===== config.mk =====
export PLATFORM = sky130hd
export DESIGN_NAME = uart_cmd_bridge
export DESIGN_NICKNAME = d
export VERILOG_FILES = /design/src/rtl/uart_cmd_bridge.sv
export SDC_FILE = /design/constraint.sdc
export NUM_CORES = 1
export LEC_CHECK = 0
export CAP_MARGIN = 20
export CORE_UTILIZATION = 30
export CTS_CLUSTER_DIAMETER = 50
export CTS_CLUSTER_SIZE = 30
export DETAILED_ROUTE_END_ITERATION = 7
export GPL_TIMING_DRIVEN = 0
export PLACE_DENSITY_LB_ADDON = 0.3
export SLEW_MARGIN = 20
export SYNTH_ARGS = -nofsm -noshare
export SYNTH_HDL_FRONTEND = slang
export SYNTH_SLANG_ARGS = --single-unit

===== constraint.sdc =====
create_clock -name clk -period 2 [get_ports clk]
set_input_delay 0.3 -clock clk [delete_from_list [all_inputs] [get_ports clk]]
set_output_delay 0.3 -clock clk [all_outputs]
set_load 0.005 [all_outputs]

===== src/rtl/uart_cmd_bridge.sv =====
// UART byte-stream to BRAM command bridge with readback serialisation.
// Define UART_CMD_TIMEOUT_EN to abort a read after WAIT_LIMIT idle cycles.
module uart_cmd_bridge #(
  parameter int PSIZE      = 64,
  parameter int WAIT_LIMIT = 15
) (
  input  logic             clk,
  input  logic             rst_n,
  input  logic             rx_valid,
  input  logic [7:0]       rx_data,
  output logic             rx_ready,
  output logic             tx_valid,
  output logic [7:0]       tx_data,
  input  logic             tx_ready,
  output logic             cmd_valid,
  output logic             cmd_wen,
  output logic [13:0]      cmd_addr,
  output logic [PSIZE-1:0] cmd_data,
  input  logic             rd_valid,
  input  logic [PSIZE-1:0] rd_data,
  output logic             busy,
  output logic             err_timeout
);

  localparam int NBYTES = PSIZE / 8;
  localparam int CW     = (NBYTES > 1) ? $clog2(NBYTES) : 1;

  localparam logic [2:0] HDR0    = 3'd0;
  localparam logic [2:0] HDR1    = 3'd1;
  localparam logic [2:0] DATA    = 3'd2;
  localparam logic [2:0] ISSUE   = 3'd3;
  localparam logic [2:0] WAIT_RD = 3'd4;
  localparam logic [2:0] TX      = 3'd5;

  // Reject payload widths that cannot be framed as whole bytes.
  if ((PSIZE % 8) != 0 || PSIZE < 8 || WAIT_LIMIT < 1) begin : g_bad_param
    $error("uart_cmd_bridge: PSIZE must be a positive multiple of 8 and WAIT_LIMIT >= 1");
  end

  logic [2:0]       state_r, state_s;
  logic [CW-1:0]    cnt_r, cnt_s;
  logic             wen_r, wen_s;
  logic [13:0]      addr_r, addr_s;
  logic [PSIZE-1:0] data_r, data_s;
  logic [PSIZE-1:0] shift_r, shift_s;
  logic [7:0]       txd_r, txd_s;
  logic             rx_ready_r, tx_valid_r, cmd_valid_r, busy_r;
  logic             rx_fire_s, tx_fire_s;
  logic [PSIZE+7:0] rx_cat_s, tx_cat_s;

`ifdef UART_CMD_TIMEOUT_EN
  localparam int TW = $clog2(WAIT_LIMIT + 1);
  logic [TW-1:0] timer_r, timer_s;
  logic          err_r, err_s;
`endif

  assign rx_fire_s = rx_valid & rx_ready_r;
  assign tx_fire_s = tx_valid_r & tx_ready;
  // Payload bytes enter at the LSB end; readback bytes leave from the MSB end.
  assign rx_cat_s  = {data_r, rx_data};
  assign tx_cat_s  = {shift_r, 8'h00};

  // Next-state and datapath update for the frame parser and response serialiser.
  always_comb begin
    state_s = state_r;
    cnt_s   = cnt_r;
    wen_s   = wen_r;
    addr_s  = addr_r;
    data_s  = data_r;
    shift_s = shift_r;
    txd_s   = txd_r;
`ifdef UART_CMD_TIMEOUT_EN
    timer_s = {TW{1'b0}};
    err_s   = 1'b0;
`endif
    case (state_r)
      HDR0: begin
        if (rx_fire_s) begin
          wen_s   = rx_data[7];
          addr_s  = {rx_data[5:0], addr_r[7:0]};
          state_s = HDR1;
        end else begin
          state_s = HDR0;
        end
      end
      HDR1: begin
        if (rx_fire_s) begin
          addr_s  = {addr_r[13:8], rx_data};
          cnt_s   = {CW{1'b0}};
          state_s = wen_r ? DATA : ISSUE;
        end else begin
          state_s = HDR1;
        end
      end
      DATA: begin
        if (rx_fire_s) begin
          data_s = rx_cat_s[PSIZE-1:0];
          if (cnt_r == CW'(NBYTES - 1)) begin
            state_s = ISSUE;
          end else begin
            cnt_s = cnt_r + CW'(1);
          end
        end else begin
          state_s = DATA;
        end
      end
      ISSUE: begin
        if (!wen_r && addr_r[13]) begin
          state_s = WAIT_RD;
        end else begin
          state_s = HDR0;
        end
      end
      WAIT_RD: begin
        if (rd_valid) begin
          shift_s = rd_data;
          txd_s   = rd_data[PSIZE-1 -: 8];
          cnt_s   = {CW{1'b0}};
          state_s = TX;
        end
`ifdef UART_CMD_TIMEOUT_EN
        else if (timer_r == TW'(WAIT_LIMIT - 1)) begin
          err_s   = 1'b1;
          state_s = HDR0;
        end else begin
          timer_s = timer_r + TW'(1);
        end
`else
        else begin
          state_s = WAIT_RD;
        end
`endif
      end
      TX: begin
        if (tx_fire_s) begin
          shift_s = tx_cat_s[PSIZE-1:0];
          txd_s   = tx_cat_s[PSIZE-1 -: 8];
          if (cnt_r == CW'(NBYTES - 1)) begin
            state_s = HDR0;
          end else begin
            cnt_s = cnt_r + CW'(1);
          end
        end else begin
          state_s = TX;
        end
      end
      default: state_s = HDR0;
    endcase
  end

  // State registers; handshake flags are decoded from the next state so they stay registered.
  always_ff @(posedge clk or negedge rst_n) begin
    if (!rst_n) begin
      state_r     <= HDR0;
      cnt_r       <= {CW{1'b0}};
      wen_r       <= 1'b0;
      addr_r      <= 14'h0000;
      data_r      <= {PSIZE{1'b0}};
      shift_r     <= {PSIZE{1'b0}};
      txd_r       <= 8'h00;
      rx_ready_r  <= 1'b1;
      tx_valid_r  <= 1'b0;
      cmd_valid_r <= 1'b0;
      busy_r      <= 1'b0;
`ifdef UART_CMD_TIMEOUT_EN
      timer_r     <= {TW{1'b0}};
      err_r       <= 1'b0;
`endif
    end else begin
      state_r     <= state_s;
      cnt_r       <= cnt_s;
      wen_r       <= wen_s;
      addr_r      <= addr_s;
      data_r      <= data_s;
      shift_r     <= shift_s;
      txd_r       <= txd_s;
      rx_ready_r  <= (state_s == HDR0) || (state_s == HDR1) || (state_s == DATA);
      tx_valid_r  <= (state_s == TX);
      cmd_valid_r <= (state_s == ISSUE);
      busy_r      <= (state_s != HDR0);
`ifdef UART_CMD_TIMEOUT_EN
      timer_r     <= timer_s;
      err_r       <= err_s;
`endif
    end
  end

  assign rx_ready  = rx_ready_r;
  assign tx_valid  = tx_valid_r;
  assign tx_data   = txd_r;
  assign cmd_valid = cmd_valid_r;
  assign cmd_wen   = wen_r;
  assign cmd_addr  = addr_r;
  assign cmd_data  = data_r;
  assign busy      = busy_r;
`ifdef UART_CMD_TIMEOUT_EN
  assign err_timeout = err_r;
`else
  assign err_timeout = 1'b0;
`endif

endmodule


==> results of run 1 <==
-- layer usage --
metal	track usage (%)	routed length, um	part of all wire, %	vias up
li1	-	-	-	2136
met1	19.05	6901	45	2239
met2	24.27	7694	50	95
met3	3.765	648	4.2	17
met4	4.278	205	1.3	0
met5	0	0	0	-
-- final cells by class --
type                    count  area share [%]
multi-input cells         313           25.83
flip-flops and latches    153           42.24
clock buffers              17           4.692
clock inverters            15           1.725
plain buffers              32           2.332
repair buffers            171           19.21
well taps                 275           3.795
inverters                   4          0.1656
-- power breakdown --
part | switching (W) | leakage, nW | internal (W) | total, W
Sequential | 0.000794 | 1.98 | 0.00430 | 0.00509
Clock | 0.00146 | 0.280 | 0.00167 | 0.00312
Combinational | 0.00169 | 2.11 | 0.00252 | 0.00421
Total | 0.00394 | 4.37 | 0.00849 | 0.0124
-- layout by cell type, fill, tap and decap left out, types with 2 or more instances in the layout --
cell type        instances
o21ai_0                  8
clkinv_4                 3
nand2b_1                 5
mux2i_1                 59
mux2_2                  68
inv_6                    3
inv_1                    4
mux2_1                   5
nor3_1                   2
buf_6                    6
clkbuf_16               17
nand4_1                  2
buf_4                    8
nand2_1                 18
clkdlybuf4s50_1        166
clkbuf_1                 3
nor3_4                   2
dfrtp_1                152
nor2_1                  59
buf_2                   15
clkinv_8                 2
ha_1                     2
inv_8                    5
a22o_1                   8
and2_1                   2
clkinvlp_4               2
a21oi_1                 57
-- flip-flops by register name, indices dropped and copies added (netlist names), 3 cells and up --
name,count
cnt_r,3
cmd_addr,14
tx_data,8
state_r,3
cmd_data,64
shift_r,56
-- path summary, 6_finish.rpt --
kind                             startpoint  cells past startpoint            to  slack (ns)
worst max-delay path             state_r[0]                      6   shift_r[41]        0.11
worst min-delay path                  rst_n                      2  cmd_data[52]        0.42
worst max register to register   state_r[0]                      6   shift_r[41]        0.11
worst min register to register  cmd_addr[9]                      2   cmd_addr[9]        0.49
max in group asynchronous             rst_n                      3      rx_ready        0.78
min in group clk                 rd_data[5]                      2    shift_r[5]        0.49
-- timing repair --
action	4_1_cts	5_1_grt
gates resized for setup	0	3
gates cloned	0	0
hold buffers	1	0
endpoints found under the setup margin	6	53
buffers inserted	2	0
endpoints found under the hold margin	77	0
pin swaps	1	0
-- cell families (layout without fill, tap and decap cells) --
kind of cell,Yosys count,count (layout),share of synthesized area (%)
fa+ha+maj,2,2,0.3913
simple gates,97,97,6.869
buf+inv,36,239,3.522
mux,132,132,22.09
flops,153,153,59.90
compound gates,81,81,7.163
other cells,1,1,0.05865
-- metrics by stage --
step	hold slack (ns)	setup WS, ns
after floorplan	0.004409	0.2870
after global placement	0.4726	-5.438
after detailed placement	0.3123	-0.2794
after CTS	0.4457	0.05668
after global routing	0.4676	0.01119
final	0.4158	0.1068
-- critical path: cells and delay by family (launching register included) --
kind / cells / cell delay [ns]
AOI/OAI and AO/OA: 1 / 0.09
muxes: 1 / 0.26
buffers and inverters: 3 / 0.81
and+or+nand+nor: 1 / 0.19
DFF: 1 / 0.40
==> results.yml, run 1 <==
outcome:
  status: "finished, final reports clean"
floorplan:
  rows: 53
  die_y_um: 148.0
  io_pins: 169
  die_area_mm2: 0.02190
  initial_utilization_pct: 30.51
  core_area_mm2: 0.02096
  fp.dieW_um: 148.0
synthesis:
  synth_area_mm2: 0.006394
  yosysTopAreaCell: "dfrtp_1"
  ys_top_cells_by_area: "dfrtp_1 59%, mux2_2 12%, mux2i_1 9.2%"
  netlist_top_cells_count: "152 x dfrtp_1, 68 x mux2_2, 59 x mux2i_1, 59 x nor2_1, 58 x a21oi_1"
  syn_area_per_cell_um2: 12.74
  ys_warn_count: 0
  synth.distinct_cells: 36
  yosysSeqAreaShare_pct: 59.90
  synth_top_area_share_pct: 59.49
  synthFlopType: "dfrtp_1"
  async_flop_share_pct: 100.0
  netlist_instances: 502
  yosys_register_bits: 153
  synth_edf_count: 0
  syn-num-nets: 581
  yosysMostFrequentCell: "dfrtp_1"
finish:
  layout.nets: 771
  multiInputGateArea_mm2: 0.002342
  final_area_mm2: 0.009066
  antenna_cells: 0
  regArea_mm2: 0.003830
  post-route-util_pct: 43.26
  area_growth_pct: 41.80
  fin_cells: 980
  drive_above_1_share_pct: 19.72
  nFillCells: 1972
drt:
  postRouteAntennaNets: 0
  routed_wl_um: 15450
  wl_per_cell_um: 15.76
  first_pass_iters: 5
  vias: 4487
  routed_via_density: 4.579
  remaining_drc_errors: 0
  drtIter0Drc: 173
worst_setup_path:
  slowest_delay_ns: 0.40
  crit_path_top_delay_cell: "dfrtp_1"
  arrival_ns: 2.19
  required_ns: 2.30
  path_max_fanout: 10
  path_cells: "buf_2 > nand3b_1 > buf_2 > buf_4 > mux2i_1 > a21oi_1"
  critical_path_class: "flop to flop"
  cp-end-kind: "flop"
  crit_top_cell: "buf_2"
  startpoint_type: "flop"
global_route:
  grt_max_degree: 79
  antenna_found_initial: 0
  grt_usage_pct: 14.74
  overflow: 0
  grt_first_pass_wirelength_um: 25150
  grt_pass1_vias: 4691
timing:
  fin_crit_sh_pct: 94.66
  min_period_ns: 1.893
  hold_violations: 0
  setup_tns_ns: 0
  slew_headroom_pct: 60.12
  setup_violations: 0
  tightest_slew_ns: 0.5981
  rsz0062_at_grt: "false"
  maxSlewViolCount: 0
  clock_skew_ns: 0.009362
  max_clock_freq_mhz: 528.2
place:
  dp.cells: 945
  portBuffers: 167
  place_congestion: 0.7949
  placed_area_mm2: 0.008442
  place_hpwl_um: 11590
power_and_ir_drop:
  finalPower_w: 0.01243
  peakVddDrop_mv: 0.6381
  powerDensity_mw_per_mm2: 1371
  leakagePower_nw: 4.368
hold_path:
  hp-class: "input pin to asynchronous set/reset pin"
cts:
  numCtsBuffers: 17
  clk_pin_slew_ns: 0.07
  cts.sinks: 153
  htree_num_levels: 4
  worstSkewPairLatency_ns: 0.42
  cts_tree: "built"
  root_buffer: "clkbuf_16"
  clockBufferDepth: 2
job:
  max-cap-violations: 0
No activity file was read; power rests on OpenSTA's default activity.
==> run 2: changes to the inputs <==
--- a/config.mk
+++ b/config.mk
@@ -5,7 +5,7 @@
 export SDC_FILE = /design/constraint.sdc
 export NUM_CORES = 1
 export LEC_CHECK = 0
-export CAP_MARGIN = 20
+export CAP_MARGIN = 10
 export CORE_UTILIZATION = 30
 export CTS_CLUSTER_DIAMETER = 50
 export CTS_CLUSTER_SIZE = 30
==> results of run 2 <==
The final DEF is identical to that of run 1; final timing and power are the same.
